`config.mk`:
```
export PLATFORM = sky130hd
export DESIGN_NAME = instr_fetch_unit
export DESIGN_NICKNAME = d
export VERILOG_FILES = /design/src/rtl/fetch_pkg.sv /design/src/rtl/instr_fetch_unit.sv
export SDC_FILE = /design/constraint.sdc
export NUM_CORES = 1
export LEC_CHECK = 0
export BUFFER_PORTS_ARGS = -buffer_cell sky130_fd_sc_hd__buf_2
export CAP_MARGIN = 40
export CORE_ASPECT_RATIO = 1.4
export CORE_MARGIN = 1.5
export CORE_UTILIZATION = 40
export DETAILED_ROUTE_END_ITERATION = 8
export PLACE_DENSITY_LB_ADDON = 0.08
export RECOVER_POWER = 100
export SLEW_MARGIN = 10
export SYNTH_ARGS = -nofsm -noshare
export SYNTH_HDL_FRONTEND = slang
export SYNTH_SLANG_ARGS = --single-unit
```
`constraint.sdc`:
```
create_clock -name clock -period 3.1 [get_ports clock]
set_clock_uncertainty 0.05 [all_clocks]
set_input_delay 0.62 -clock clock [delete_from_list [all_inputs] [get_ports clock]]
set_output_delay 0.62 -clock clock [all_outputs]
set_load 0.03 [all_outputs]
```
`src/rtl/fetch_pkg.sv`:
```
// Shared types and constants for the instruction fetch unit.
// Holds the fetch FSM state encoding and the fault NOP word.
package fetch_pkg;

    localparam int DEF_XLEN = 32;
    localparam logic [31:0] NOP_INSTR = 32'h0000_0013;

    typedef enum logic [2:0] {
        IDLE,
        REQ,
        WAIT,
        HOLD,
        STALL
    } fetch_state_t;

    function automatic logic word_aligned(input logic [1:0] lsb);
        return lsb == 2'b00;
    endfunction

endpackage

```
`src/rtl/instr_fetch_unit.sv`:
```
// Fetches one instruction per request over a req/gnt/rvalid bus and
// hands it to decode through a registered valid/ready output stage.
module instr_fetch_unit
    import fetch_pkg::*;
#(
    parameter int XLEN = DEF_XLEN,
    parameter logic [XLEN-1:0] ERR_DATA = XLEN'(NOP_INSTR)
) (
    input  logic            clock,
    input  logic            resetActiveLow,
    input  logic [XLEN-1:0] programCounter,
    output logic            pcEnable,
    input  logic            redirectValid,
    output logic            imemReq,
    output logic [XLEN-1:0] imemAddr,
    input  logic            imemGnt,
    input  logic            imemRvalid,
    input  logic [XLEN-1:0] imemRdata,
    input  logic            imemErr,
    output logic            instrValid,
    input  logic            instrReady,
    output logic [XLEN-1:0] instrData,
    output logic [XLEN-1:0] instrPc,
    output logic            instrErr
);

    fetch_state_t    state;
    logic            discard;
    logic [XLEN-1:0] reqPc;
    logic            aligned;

    assign aligned  = word_aligned(programCounter[1:0]);
    assign imemAddr = programCounter;
    assign imemReq  = (state == REQ) && aligned && !redirectValid;
    assign pcEnable = redirectValid ||
                      ((state == REQ) && aligned && imemGnt);

    always_ff @(posedge clock or negedge resetActiveLow) begin
        if (!resetActiveLow) begin
            state      <= IDLE;
            discard    <= 1'b0;
            reqPc      <= '0;
            instrValid <= 1'b0;
            instrData  <= '0;
            instrPc    <= '0;
            instrErr   <= 1'b0;
        end else begin
            unique case (state)
                IDLE: begin
                    state <= REQ;
                end
                REQ: begin
                    if (redirectValid) begin
                        state <= REQ;
                    end else if (!aligned) begin
                        instrValid <= 1'b1;
                        instrErr   <= 1'b1;
                        instrData  <= ERR_DATA;
                        instrPc    <= programCounter;
                        state      <= HOLD;
                    end else if (imemGnt) begin
                        reqPc <= programCounter;
                        state <= WAIT;
                    end
                end
                WAIT: begin
                    // A redirect with the response still in flight must
                    // swallow that response when it eventually arrives.
                    if (redirectValid) begin
                        if (imemRvalid) begin
                            discard <= 1'b0;
                            state   <= REQ;
                        end else begin
                            discard <= 1'b1;
                        end
                    end else if (imemRvalid) begin
                        if (discard) begin
                            discard <= 1'b0;
                            state   <= REQ;
                        end else begin
                            instrValid <= 1'b1;
                            instrData  <= imemErr ? ERR_DATA : imemRdata;
                            instrPc    <= reqPc;
                            instrErr   <= imemErr;
                            state      <= HOLD;
                        end
                    end
                end
                HOLD: begin
                    if (redirectValid) begin
                        instrValid <= 1'b0;
                        state      <= REQ;
                    end else if (instrReady) begin
                        instrValid <= 1'b0;
                        state      <= instrErr ? STALL : REQ;
                    end
                end
                STALL: begin
                    if (redirectValid) begin
                        state <= REQ;
                    end
                end
                default: begin
                    state <= IDLE;
                end
            endcase
        end
    end

endmodule

```
==> run_results.csv, run 1 <==
group,metric,value,unit
outcome,status,"finished with violations",
outcome,violations,"max-capacitance violations, max-slew violations",
setup_path,endpoint_kind,"output pin",
setup_path,crit_arrival,2.09,ns
clock_network,clkTransAtPathRegs,0.07,ns
route,first_pass_iters,4,
global_routing,antenna_found_initial,0,
global_routing,grt_pass1_wl,16.5,mm
clock_network,clock_path_buffers,2,
yosys,synth_top_area_cell,"dfrtp_1",
setup_path,worstReg2RegStart,"state[2]",
global_routing,grt_pass1_vias,3309,
yosys,synth_area_per_cell,12.6,um^2
timing,hold_slack,0.435,ns
setup_path,path_buf_inv,2,
yosys,synth_edf_count,0,
route,drc,0,
clock_network,cts_root_buf,"clkbuf_16",
timing,max_slew_margin,-0.0577,
route,wl_per_cell,15.0,um
finish,design_area,0.00577,mm^2
setup_path,worst-path-stages,4,
yosys,netlist_area,0.00487,mm^2
setup_path,cp_cell_sequence,"or4b_1 > nand2b_1 > inv_1 > clkbuf_1",
setup_path,cp-start-kind,"flip-flop",
timing,hold_violations,0,
yosys,synth.distinct_cells,35,
power,vdd_drop_max,0.357,mV
yosys,synth_nets,458,
floorplan,die_w,96.3,um
place,dpl_cell_area,0.00564,mm^2
global_routing,grt_max_degree,62,
place,gp_congestion,0.689,
floorplan,die-area,0.0129,mm^2
route,initialDrtViolationCount,93,
clock_network,postCtsSetupBuffers,0,
yosys,synth_top_area_share,0.524,
finish,syn2layout_area_growth,18.3,%
setup_path,startpoint,"state[2]",
timing,fin_tns_setup,0,ns
yosys,ys_seq_area_frac,0.524,
yosys,synth_most_common_cell,"dfrtp_1",
yosys,yosys-top-cells-count,"dfrtp_1, mux2_1, buf_4, mux2i_1, nand2_1",
timing,slew_viol_final,61,
global_routing,grt-ovfl-total,0,
setup_path,cp_slowest_cell,"or4b_1",
floorplan,fp.dieH,134,um
timing,period_minus_slack,2.76,ns
route,viasPerCell,4.73,
route,wl,10.1,mm
clock_network,cts_tree,"yes",
setup_path,critical_path_class,"flip-flop to output pin",
clock_network,ctsResizeCount,0,
timing,fmax,0.362,GHz
clock_network,htree_num_levels,3,
floorplan,row_count,47,
job,drv_cap,1,
clock_network,hold_buffers,0,
finish,n_fill_cell,1177,
setup_path,r2r_end,"reqPc[3]",
setup_path,slowest_delay,0.61,ns
finish,drive_gt1_frac,0.202,
floorplan,io_pins,171,
setup_path,crit_family,"simple AND/OR/NAND/NOR gates",
clock_network,clkLatencyLatePin,0.34,ns
setup_path,worstPathRequired,2.43,ns
global_routing,grtUsageTotal,0.166,
floorplan,core_area,0.0119,mm^2
clock_network,cts_sinks,102,
timing,timing.final.crit_share,0.890,
route,vias,3200,
yosys,netlist_top_cells_area,"dfrtp_1, mux2_1, mux2i_1",
setup_path,ff2ff_setup_slack,0.45,ns
setup_path,r2r_cells,6,
timing,grt_setup_unrepaired,"no",
timing,setup_viol,0,
yosys,yosysWarnings,0,
yosys,synth-seq-cells,102,
finish,fin_nets,595,
power,p_leak,2.55,nW
clock_network,numCtsBuffers,9,
power,cellPowerDensity,975,mW/mm^2
route,ant_nets,0,
timing,tightest_slew,1.59,ns
yosys,ys.flop_type,"dfrtp_1",
place,dp_hpwl,7.12,mm
min_path,hold_path.class,"flip-flop to flip-flop",
yosys,synthCells,387,
setup_path,cp_max_fo,10,
place,portBuffers,170,
floorplan,start_util,0.410,
setup_path,endpoint,"imemReq",
yosys,async_reset_ff_frac,1.00,
finish,antennaDiodeCount,0,
-- sequential cells by signal, indices dropped and copies added (netlist names) --
signal      count
state           3
instrData      32
reqPc          32
discard         1
instrErr        1
instrValid      1
instrPc        32
-- cells in the final DEF, fill, tap and decap left out, types with 2 or more instances in the layout --
cell and n:
a21oi_1 4, and2_1 2, buf_2 69, buf_4 3, bufinv_16 2, clkbuf_1 101
clkbuf_16 9, clkbuf_2 5, clkbuf_8 3, dfrtp_1 102, inv_1 31, mux2_1 87
mux2_2 11, mux2i_1 31, nand2_1 31, nand2b_1 8, nor2_1 10, o21ai_0 2
-- logic make-up (layout without fill, tap and decap cells) --
group	Yosys count	after routing	share of synthesized area
flops	102	102	0.524
mux	129	129	0.297
buf+inv	83	225	0.0988
xor+xnor	1	1	0.00180
simple gates	57	57	0.0562
compound gates	15	15	0.0226
-- area by class of cell --
type | count | area [um^2] | share of cell area
tap | 147 | 184 | 0.0319
timing repair buffer | 178 | 788 | 0.137
sequential | 102 | 2550 | 0.443
multi-input combinational | 202 | 1790 | 0.310
clock buffer | 13 | 270 | 0.0469
inverter | 31 | 116 | 0.0202
clock inverter | 3 | 65.1 | 0.0113
-- worst min-delay path by stage --
stage / startpoint / to / slack [ns] / depth (start not counted)
after floorplan: resetActiveLow / discard / 0.27 / 0
after global placement: instrPc[19] / instrPc[19] / 0.41 / 1
after detailed placement: reqPc[0] / reqPc[0] / 0.42 / 1
after CTS: resetActiveLow / instrPc[19] / 0.35 / 1
after global routing: reqPc[1] / reqPc[1] / 0.44 / 1
final: instrPc[23] / instrPc[23] / 0.44 / 1
-- metal layers --
metal  GRT usage  up-vias  part of all wire
met5           0        -                 0
met1       0.215     1544              0.44
met2       0.267      110              0.48
met3      0.0451        9             0.067
met4      0.0556        0             0.014
li1            -     1537                 -
-- stage by stage --
stage	util	cells	power, W	setup WS [ns]
after floorplan	-	387	0.00397	0.902
after global placement	0.475	660	0.00456	0.549
after detailed placement	0.475	660	0.00462	0.507
after CTS	0.503	676	0.00590	0.461
after global routing	0.485	676	0.00599	0.212
final	0.485	676	0.00562	0.340
-- report_power, final --
group / switching [W] / internal [W] / leakage [nW]
clock: 0.000483 / 0.000773 / 0.166
combinational: 0.00143 / 0.000797 / 1.11
sequential: 0.000277 / 0.00186 / 1.28
Note: power is estimated with default switching activity, not from simulation.
==> run 2, diff against run 1 <==
CORE_UTILIZATION = 54   (was 40)
==> run_results.csv, run 2 (synthesis gave the netlist of run 1 again) <==
group,metric,value,unit
power,seqPwrFrac,0.387,
floorplan,start_util,0.563,
clock_network,htree_num_levels,3,
route,drc,0,
timing,hold_violations,0,
clock_network,cts_root_buf,"clkbuf_16",
route,wl,9.21,mm
timing,period_minus_slack,2.81,ns
clock_network,clock_path_buffers,2,
min_path,holdPathStages,1,
setup_path,worstPathRequired,2.43,ns
power,p_leak,2.53,nW
place,dpl_cell_area,0.00559,mm^2
setup_path,r2r_cells,5,
clock_network,hold_buffers,0,
route,vias,3192,
clock_network,clkLatencyLatePin,0.34,ns
timing,max_slew_margin,0.207,
setup_path,r2r_end,"reqPc[22]",
route,initialDrtViolationCount,79,
global_routing,grt-ovfl-total,0,
timing,grt_setup_unrepaired,"no",
finish,final_common_cell,"dfrtp_1",
finish,drive_gt1_frac,0.197,
finish,n_fill_cell,750,
floorplan,die_w,83.3,um
setup_path,cp_max_fo,14,
place,pre_cts_ws,0.395,ns
power,power_frac_comb,0.394,
timing,setup_viol,0,
power,p_sw_frac,0.384,
finish,final_cell_mix,"dfrtp_1, clkbuf_1, mux2_1",
floorplan,row_count,40,
global_routing,grt_pass1_wl,15.3,mm
floorplan,core_area,0.00866,mm^2
power,cellPowerDensity,982,mW/mm^2
outcome,status,"complete, no violations",
setup_path,worstReg2RegStart,"state[0]",
timing,fin_ws,0.294,ns
timing,tightest_slew,1.19,ns
route,wl_per_cell,14.6,um
setup_path,critical_path_class,"flip-flop to output pin",
setup_path,startpoint,"state[0]",
setup_path,ff2ff_setup_slack,0.48,ns
setup_path,crit_arrival,2.14,ns
floorplan,die-area,0.00961,mm^2
timing,slew_viol_final,0,
clock_network,clkTransAtPathRegs,0.06,ns
min_path,hp-start,"instrPc[7]",
timing,fin_tns_setup,0,ns
finish,antennaDiodeCount,0,
timing,fmax,0.356,GHz
route,ant_nets,0,
global_routing,grt_pass1_vias,3253,
place,place_inst,615,
finish,fin_nets,592,
clock_network,cts_sinks,102,
power,p_int,0.00346,W
clock_network,postCtsSetupBuffers,0,
clock_network,numCtsBuffers,9,
place,portBuffers,170,
finish,syn2layout_area_growth,17.5,%
clock_network,ctsResizeCount,0,
power,vdd_drop_max,0.520,mV
place,gp_congestion,0.803,
power,total_power,0.00562,W
clock_network,cts_tree,"yes",
place,dp_hpwl,6.52,mm
power,clockPowerShare,0.220,
global_routing,grt_max_degree,56,
finish,reg.largest.list,"instrData x32, instrPc x32, reqPc x32",
route,first_pass_iters,4,
finish,design_area,0.00573,mm^2
job,drv_cap,0,
min_path,min_to,"instrPc[7]",
timing,timing.final.crit_share,0.905,
route,viasPerCell,5.07,
floorplan,fp.dieH,115,um
global_routing,antenna_found_initial,0,
power,switchingPower,0.00216,W
setup_path,endpoint_kind,"output pin",
floorplan,io_pins,171,
global_routing,grtUsageTotal,0.203,
setup_path,cp-start-kind,"flip-flop",
min_path,hold_path.class,"flip-flop to flip-flop",
finish,finalNonFillerCells,629,
run 2: cell count changes in the layout (fill, tap and decap cells not counted), sizes merged:
cell,delta
clkbuf,-6
bufinv,+1
clkinvlp,+1
inv,-1
run 2: final cells by class:
class / count / area [um^2] / share of cell area
tap: 105 / 131 / 0.0229
clock inverter: 4 / 97.6 / 0.0170
clock buffer: 10 / 229 / 0.0400
inverter: 31 / 116 / 0.0203
timing repair buffer: 175 / 798 / 0.139
multi-input combinational: 202 / 1800 / 0.314
sequential: 102 / 2550 / 0.446
run 2: worst max-delay path by stage:
stage	end
2_1_floorplan	reqPc[10]
3_3_place_gp	reqPc[23]
3_5_place_dp	reqPc[27]
4_1_cts	pcEnable
5_1_grt	imemReq
6_report	imemReq
run 2: worst max-delay path: stages, from the launching register on:
cell and delay [ns]:
dfrtp_1 0.63, or4b_1 0.54, nand2b_1 0.21, clkinv_1 0.08, clkbuf_1 0.35
run 2: routing by layer:
| metal | share of wire | routed length, um | vias to the layer above | GRT usage |
|---|---|---|---|---|
| li1 | - | - | 1523 | - |
| met1 | 0.42 | 3860 | 1544 | 0.238 |
| met2 | 0.50 | 4590 | 116 | 0.353 |
| met3 | 0.067 | 613 | 9 | 0.0584 |
| met4 | 0.016 | 149 | 0 | 0.0833 |
| met5 | 0 | 0 | - | 0 |
run 2: power groups by stage:
stage / registers (W) / clock network, W / logic, W
detailed placement: 0.00219 / 0 / 0.00243
global placement: 0.00217 / 0 / 0.00238
global route: 0.00225 / 0.00132 / 0.00240
floorplan: 0.00274 / 0 / 0.00123
CTS: 0.00217 / 0.00127 / 0.00244
finish: 0.00217 / 0.00123 / 0.00221
run 2: metrics by stage:
stage	utilization	hold WS, ns
2_1_floorplan	-	0.274
3_3_place_gp	0.645	0.413
3_5_place_dp	0.645	0.419
4_1_cts	0.683	0.253
5_1_grt	0.661	0.453
6_report	0.661	0.437
==> run 3, diff against run 2 <==
CORE_UTILIZATION = 50   (was 54)
clock period = 3.11 ns   (was 3.1 ns; I/O delays follow)
==> run_results.csv, run 3 (synthesis gave the netlist of run 1 again) <==
group,metric,value,unit
clock_network,cts_root_buf,"clkbuf_16",
global_routing,grt_pass1_wl,14.8,mm
setup_path,cp_max_fo,14,
finish,drive_gt1_frac,0.200,
min_path,holdPathStages,1,
outcome,status,"finished with violations",
route,vias,3175,
clock_network,cts_sinks,102,
clock_network,hold_buffers,0,
setup_path,cp_slowest_cell,"dfrtp_1",
floorplan,die_w,86.5,um
place,dpl_cell_area,0.00557,mm^2
place,dp_hpwl,6.36,mm
timing,fin_tns_setup,0,ns
finish,fin_nets,592,
timing,hold_violations,0,
min_path,min_to,"instrPc[16]",
timing,grt_setup_unrepaired,"no",
clock_network,numCtsBuffers,9,
route,viasPerCell,4.99,
clock_network,htree_num_levels,3,
global_routing,grt-ovfl-total,0,
setup_path,r2r_end,"instrPc[17]",
route,wl_per_cell,14.5,um
setup_path,r2r_cells,4,
job,drv_cap,1,
floorplan,core_area,0.00946,mm^2
clock_network,clock_path_buffers,2,
setup_path,worstReg2RegStart,"state[1]",
finish,syn2layout_area_growth,16.8,%
setup_path,cp-start-kind,"flip-flop",
global_routing,antenna_found_initial,0,
global_routing,grtUsageTotal,0.185,
timing,max_slew_margin,-0.0675,
setup_path,slowest_delay,0.60,ns
power,cellPowerDensity,968,mW/mm^2
route,ant_nets,0,
place,pre_cts_ws,0.402,ns
global_routing,grt_max_degree,64,
finish,reg.largest.list,"instrData x32, instrPc x32, reqPc x32",
timing,fmax,0.366,GHz
setup_path,critical_path_class,"flip-flop to output pin",
finish,final_common_cell,"dfrtp_1",
route,first_pass_iters,4,
setup_path,worstPathRequired,2.44,ns
global_routing,grt_pass1_vias,3095,
finish,antennaDiodeCount,0,
timing,timing.final.crit_share,0.878,
floorplan,io_pins,171,
setup_path,startpoint,"state[0]",
power,p_leak,2.54,nW
place,gp_congestion,0.775,
route,initialDrtViolationCount,143,
clock_network,clkTransAtPathRegs,0.07,ns
setup_path,endpoint_kind,"output pin",
finish,design_area,0.00569,mm^2
clock_network,clkLatencyLatePin,0.34,ns
route,wl,9.21,mm
clock_network,postCtsSetupBuffers,0,
floorplan,row_count,42,
setup_path,crit_arrival,2.06,ns
route,drc,0,
clock_network,cts_tree,"yes",
setup_path,ff2ff_setup_slack,0.41,ns
finish,final_cell_mix,"dfrtp_1, clkbuf_1, mux2_1",
place,portBuffers,170,
outcome,violations,"max-capacitance violations, max-slew violations",
timing,period_minus_slack,2.73,ns
min_path,hold_path.class,"flip-flop to flip-flop",
min_path,hp-start,"instrPc[16]",
floorplan,die-area,0.0104,mm^2
clock_network,ctsResizeCount,0,
timing,slew_viol_final,63,
power,vdd_drop_max,0.405,mV
timing,fin_ws,0.379,ns
timing,setup_viol,0,
timing,tightest_slew,1.60,ns
floorplan,fp.dieH,120,um
floorplan,start_util,0.515,
setup_path,cp_cell_sequence,"or4b_1 > nor2_1 > a21o_1 > clkbuf_1",
## run 3: area by class of cell
class | instances | area (um^2)
clock buffer | 12 | 246
clock inverter | 4 | 70.1
fill | 856 | 3770
inverter | 31 | 116
multi-input combinational | 202 | 1800
sequential | 102 | 2550
tap | 110 | 138
timing repair buffer | 175 | 774
## run 3: worst max-delay path by stage
stage,to,cells after the start,slack (ns)
floorplan,reqPc[10],6,0.91
global route,pcEnable,4,0.26
detailed placement,reqPc[23],6,0.40
CTS,pcEnable,4,0.46
global placement,reqPc[30],6,0.44
finish,pcEnable,4,0.38
## run 3: per-layer routing
metal | vias to the layer above | global-route usage | routed length, um
li1 | 1537 | - | -
met4 | 0 | 0.0827 | 199
met5 | - | 0 | 0
met2 | 106 | 0.292 | 4490
met3 | 13 | 0.0585 | 613
met1 | 1519 | 0.232 | 3920
## run 3: where the power goes
part	leakage (nW)	internal (W)	switching [W]
clock network	0.157	0.000725	0.000460
logic	1.10	0.000785	0.00139
registers	1.28	0.00186	0.000296
## run 3: per-stage QoR
stage          power (W)  hold slack [ns]  cells   util
2_1_floorplan    0.00396            0.276    387      -
3_3_place_gp     0.00451            0.412    620  0.589
3_5_place_dp     0.00457            0.419    620  0.589
4_1_cts          0.00578            0.353    636  0.622
5_1_grt          0.00585            0.445    636  0.602
6_report         0.00551            0.430    636  0.602
## run 3: worst max-delay path, delay by kind of cell (launching register included)
kind                   cells  cell delay, ns
AOI/OAI and AO/OA          1            0.13
buffers and inverters      1            0.32
DFF                        1            0.60
and+or+nand+nor            2            0.66
